### src/rtl/switch_cfg_pkg.sv
// Shared constants, state encoding and header helper for the switch-box
// configuration loader.
package switch_cfg_pkg;

  localparam logic [7:0] CFG_MAGIC  = 8'hC5;
  localparam int         CFG_WORD_W = 32;
  localparam int         CFG_CNT_W  = 16;

  typedef enum logic [2:0] {
    IDLE  = 3'd0,
    ADDR  = 3'd1,
    DATA  = 3'd2,
    WRITE = 3'd3,
    DONE  = 3'd4
  } cfg_state_t;

  // A word opens a frame only when its top byte carries the magic tag.
  function automatic logic is_cfg_magic(input logic [7:0] tag);
    return (tag == CFG_MAGIC);
  endfunction

endpackage

### src/rtl/switch_cfg_loader.sv
// Frame-driven configuration loader: takes header/address/data words from a
// host and writes each data word to one switch-box tile via a one-hot strobe.
module switch_cfg_loader
  import switch_cfg_pkg::*;
#(
  parameter int NUM_TILES = 16,
  parameter int ADDR_W    = (NUM_TILES > 1) ? $clog2(NUM_TILES) : 1
) (
  input  logic                  clk,
  input  logic                  reset,
  input  logic                  in_valid,
  output logic                  in_ready,
  input  logic [CFG_WORD_W-1:0] in_data,
  output logic [CFG_WORD_W-1:0] config_data,
  output logic [NUM_TILES-1:0]  config_en,
  output logic                  busy,
  output logic                  done,
  output logic                  error,
  output cfg_state_t            dbg_state
);

  // Handshake: a word moves only in a cycle where in_valid && in_ready.
  // in_ready is a pure decode of state (high in IDLE, ADDR, DATA) and never
  // depends on in_valid; the host may hold a word indefinitely.

  cfg_state_t            r_state;
  cfg_state_t            w_next_state;
  logic [CFG_CNT_W-1:0]  r_cnt;
  logic [ADDR_W-1:0]     r_addr;
  logic                  r_skip;
  logic [CFG_WORD_W-1:0] r_cfg_data;
  logic [NUM_TILES-1:0]  r_cfg_en;
  logic                  r_done;
  logic                  r_error;

  logic                  w_ready;
  logic                  w_busy;
  logic                  w_xfer;
  logic                  w_hdr_ok;
  logic                  w_addr_oob;
  logic [NUM_TILES-1:0]  w_onehot;

  assign w_xfer     = in_valid && w_ready;
  assign w_hdr_ok   = is_cfg_magic(in_data[CFG_WORD_W-1 -: 8]);
  // Full-width compare so nonzero upper bits also mark the address as out of range.
  assign w_addr_oob = (in_data >= CFG_WORD_W'(NUM_TILES));

  always_comb begin
    w_onehot = '0;
    for (int i = 0; i < NUM_TILES; i++) begin
      w_onehot[i] = (r_addr == ADDR_W'(i));
    end
  end

  // State register
  always_ff @(posedge clk or negedge reset) begin
    if (!reset) begin
      r_state <= IDLE;
    end else begin
      r_state <= w_next_state;
    end
  end

  // Next-state logic
  always_comb begin
    w_next_state = r_state;
    case (r_state)
      IDLE: begin
        if (w_xfer && w_hdr_ok) begin
          w_next_state = (in_data[CFG_CNT_W-1:0] == '0) ? DONE : ADDR;
        end
      end
      ADDR: begin
        if (w_xfer) w_next_state = DATA;
      end
      DATA: begin
        if (w_xfer) w_next_state = WRITE;
      end
      WRITE: begin
        w_next_state = (r_cnt != '0) ? ADDR : DONE;
      end
      DONE: begin
        w_next_state = IDLE;
      end
      default: begin
        w_next_state = IDLE;
      end
    endcase
  end

  // Output decode
  always_comb begin
    w_ready = 1'b0;
    w_busy  = 1'b1;
    case (r_state)
      IDLE: begin
        w_ready = 1'b1;
        w_busy  = 1'b0;
      end
      ADDR:    w_ready = 1'b1;
      DATA:    w_ready = 1'b1;
      WRITE:   w_ready = 1'b0;
      DONE:    w_ready = 1'b0;
      default: w_ready = 1'b0;
    endcase
  end

  // Strobe, done and error are registered so they line up with WRITE/DONE.
  always_ff @(posedge clk or negedge reset) begin
    if (!reset) begin
      r_cnt      <= '0;
      r_addr     <= '0;
      r_skip     <= 1'b0;
      r_cfg_data <= '0;
      r_cfg_en   <= '0;
      r_done     <= 1'b0;
      r_error    <= 1'b0;
    end else begin
      r_cfg_en <= '0;
      r_done   <= (w_next_state == DONE);
      case (r_state)
        IDLE: begin
          if (w_xfer) begin
            if (w_hdr_ok) begin
              r_cnt   <= in_data[CFG_CNT_W-1:0];
              r_error <= 1'b0;
            end else begin
              r_error <= 1'b1;
            end
          end
        end
        ADDR: begin
          if (w_xfer) begin
            r_addr <= in_data[ADDR_W-1:0];
            r_skip <= w_addr_oob;
          end
        end
        DATA: begin
          if (w_xfer) begin
            r_cfg_data <= in_data;
            if (r_cnt != '0) r_cnt <= r_cnt - 1'b1;
            if (r_skip) begin
              r_error <= 1'b1;
            end else begin
              r_cfg_en <= w_onehot;
            end
          end
        end
        default: begin
        end
      endcase
    end
  end

  assign in_ready    = w_ready;
  assign busy        = w_busy;
  assign config_data = r_cfg_data;
  assign config_en   = r_cfg_en;
  assign done        = r_done;
  assign error       = r_error;
  assign dbg_state   = r_state;

endmodule

### config.mk
export PLATFORM = sky130hd
export DESIGN_NAME = switch_cfg_loader
export DESIGN_NICKNAME = d
export VERILOG_FILES = /design/src/rtl/switch_cfg_pkg.sv /design/src/rtl/switch_cfg_loader.sv
export SDC_FILE = /design/constraint.sdc
export NUM_CORES = 1
export LEC_CHECK = 0
export CAP_MARGIN = 20
export CORE_ASPECT_RATIO = 0.8
export CORE_MARGIN = 2
export CORE_UTILIZATION = 44
export CTS_CLUSTER_DIAMETER = 40
export DETAILED_ROUTE_END_ITERATION = 6
export GPL_TIMING_DRIVEN = 0
export PLACE_DENSITY = 0.76
export SLEW_MARGIN = 0
export SYNTH_ARGS = -nofsm -noshare
export SYNTH_HDL_FRONTEND = slang
export SYNTH_SLANG_ARGS = --single-unit
### constraint.sdc
create_clock -name clk -period 1.95 [get_ports clk]
set_input_delay 0.4875 -clock clk [delete_from_list [all_inputs] [get_ports clk]]
set_output_delay 0.4875 -clock clk [all_outputs]
set_load 0.01 [all_outputs]
==> flow_summary_export.csv <==
group,metric,value,unit
grt,grt_busiest_layer,"met2",
logic_synthesis,syn_area,0.00336,mm2
timing,rsz0062_at_grt,"true",
setup_path,path_class,"flop to flop",
floorplan,core.rowCount,28,
timing,slew_violations,0,
logic_synthesis,syn-instance-count,296,
pwr,cellPowerDensity,1400,mW/mm2
layout,mostFrequentLayoutCells,"85 x clkdlybuf4s50_1, 71 x dfrtp_1, 36 x mux2_2, 34 x nor2_1, 19 x a21oi_1",
cts,cts.reportedPaths.clkPinSlew,0.08,ns
layout,regArea,0.00186,mm2
hold_path,min_path_type,"primary input to asynchronous set/reset pin",
layout,final_cell_area,0.00480,mm2
logic_synthesis,yosysWarnings,0,
floorplan,die_area,0.00836,mm2
setup_path,critical_path_arrival,2.28,ns
job,cap_viol_max_count,0,
timing,fin_ws,-0.0789,ns
logic_synthesis,synth-seq-area-share,55.1,%
logic_synthesis,synth_seq_cells,74,
grt,grt_pass1_vias,2898,
layout,layout.cells.non_filler,516,
run_status,outcome,"complete, but fails checks",
run_status,violations,"setup timing",
placement,gp_congestion,0.847,
timing,hold_violations,0,
placement,dpl-instance-area,0.00441,mm2
grt,grt_pass1_wl,14500,um
layout,multiInputGateArea,0.00149,mm2
layout,diodes,0,
grt,grt_use_total,23.0,%
timing,relSlewSlack,61.2,%
setup_path,path_max_fanout,4,
grt,grt_util_met1,31.2,%
layout,final_common_cell,"clkdlybuf4s50_1",
logic_synthesis,synthDistinctLibCells,53,
layout,fillers,593,
timing,holdWs,0.137,ns
timing,clock_skew,0.00802,ns
layout,synthToLayoutAreaGrowth,42.7,%
timing,final-setup-viol-count,1,
cts,cts_tree,"built",
logic_synthesis,syn_avg_cell_area,11.4,um2
route,initialDrtViolationCount,201,
grt,antenna_found_initial,0,
cts,holdBufCountCts,0,
cts,clockBufferDepth,2,
placement,port_buffers,89,
floorplan,ios,90,
setup_path,ff2ff_setup_slack,-0.08,ns
route,firstDrtPassIters,4,
grt,grt_overflow_total,0,
cts,cts_buffers,9,
cts,root_buffer,"clkbuf_8",
floorplan,coreArea,0.00739,mm2
timing,period_share,104,%
layout,layout-drive-gt1-share,24.1,%
grt,grt_max_degree,75,
grt,grt_util_met2,34.0,%
timing,fin_crit,2.03,ns
placement,dp_hpwl,6190,um
timing,tightest_slew,0.581,ns
cts,ctsHtreeMaxLevel,3,
logic_synthesis,syn_nets,333,
setup_path,crit_required,2.20,ns
placement,placedCellCount,491,
setup_path,cp-end-kind,"flop",
route,avgRoutedWirePerCell,17.6,um
setup_path,start_kind,"flop",
floorplan,start_util,45.5,%
route,wirelength,9070,um
grt,met3_usage,8.33,%
logic_synthesis,synth_edf_count,0,
layout,fin_nets,443,
route,drc,0,
logic_synthesis,async_reset_ff_share,100,%
cts,cts.sinks,74,
route,final_antenna_net_count,0,
route,via_per_inst,5.47,
floorplan,dieHeight,82.2,um
pwr,max-vdd-ir-drop,0.000896,V
logic_synthesis,dominantRegCellSynth,"dfrtp_1",
route,vias,2823,
timing,fmax,493,MHz
pwr,p_leak,0.00198,uW
floorplan,die_w,102,um
cts,clk_latency,0.36,ns
-- Yosys cell counts, types with 2 or more instances --
| cell type | number | area share, % |
|---|---|---|
| a21oi_1 | 19 | 2.8 |
| a22o_1 | 2 | 0.52 |
| a22oi_1 | 2 | 0.45 |
| a2bb2oi_1 | 2 | 0.52 |
| a31oi_1 | 5 | 0.93 |
| and4_1 | 2 | 0.52 |
| and4b_1 | 2 | 0.60 |
| buf_1 | 3 | 0.33 |
| clkbuf_1 | 6 | 0.67 |
| dfrtp_1 | 74 | 55 |
| ha_1 | 2 | 0.74 |
| inv_1 | 8 | 0.89 |
| mux2_2 | 36 | 12 |
| mux2i_1 | 2 | 0.60 |
| nand2_1 | 12 | 1.3 |
| nand2b_1 | 4 | 0.74 |
| nand3_1 | 5 | 0.74 |
| nand4_1 | 4 | 0.74 |
| nor2_1 | 35 | 3.9 |
| nor2b_1 | 2 | 0.37 |
| nor3_1 | 9 | 1.3 |
| nor4_1 | 10 | 1.9 |
| o211ai_1 | 2 | 0.45 |
| o21ai_0 | 8 | 1.2 |
| o22a_1 | 4 | 1.0 |
| o22ai_1 | 6 | 1.1 |
| o32ai_1 | 2 | 0.52 |
| or2_2 | 2 | 0.37 |
| or4_1 | 2 | 0.45 |
-- metal layers --
layer | vias up | wire, um
met4 | 0 | 182
met2 | 122 | 4110
li1 | 1306 | -
met3 | 26 | 718
met1 | 1369 | 4050
met5 | - | 0
-- sequential cells by signal, summed over array words and instances, names as in the netlist --
| name | flops |
|---|---|
| r_skip | 1 |
| config_data | 32 |
| r_addr | 4 |
| config_en | 16 |
| dbg_state | 3 |
| done | 1 |
| r_cnt | 16 |
| error | 1 |
-- timing repair --
action | in CTS | in global routing
setup buffers | 4 | 6
resized for setup | 17 | 16
endpoints found under the setup margin | 32 | 45
pin swaps | 0 | 1
-- cells by family after synthesis --
kind of cell	count (synthesis)	synth area share [%]
simple gates	101	16.4
buf+inv	20	2.87
compound gates	61	12.2
flops	74	55.1
mux	38	12.7
fa+ha+maj	2	0.744
-- worst max-delay path, cell delays in order (launching register included) --
cell	delay (ns)
dfrtp_2	0.43
inv_2	0.08
ha_4	0.14
or4b_4	0.48
or3_4	0.36
o21ai_2	0.12
o21ai_1	0.08
a22o_1	0.24
-- path summary, 6_finish.rpt --
path / from / endpoint / depth (start not counted)
min in group clk: config_data[1] / config_data[1] / 1
worst min register to register: config_data[1] / config_data[1] / 1
max in group asynchronous: reset / dbg_state[0] / 2
worst min-delay path: reset / r_cnt[10] / 2
worst max register to register: r_cnt[0] / r_cnt[10] / 7
worst max-delay path: r_cnt[0] / r_cnt[10] / 7
-- report_power, final --
group	leakage (uW)	total (uW)	internal [uW]	switching, uW
clock network	0.000106	1350	731	618
logic	0.000968	2750	1540	1210
registers	0.000904	2630	2110	520
-- layout make-up --
class	instances	area share, %
plain buffers	11	1.49
inverters	8	0.626
flip-flops and latches	74	38.7
clock inverters	7	2.11
multi-input cells	202	31.1
clock buffers	9	2.58
well taps	105	2.74
repair buffers	100	20.7
-- per-stage QoR --
stage	utilization (%)	worst slack [ns]	TNS, ns	power (uW)
6_report	64.9	-0.0789	-0.0789	6720
5_1_grt	64.9	-0.112	-0.207	7110
4_1_cts	63.8	-0.0719	-0.140	6610
3_5_place_dp	59.7	-0.626	-18.59	5140
3_3_place_gp	59.3	-2.12	-174.25	5020
2_1_floorplan	-	-0.0732	-0.0732	3880
(Power assumes the default switching activity.)
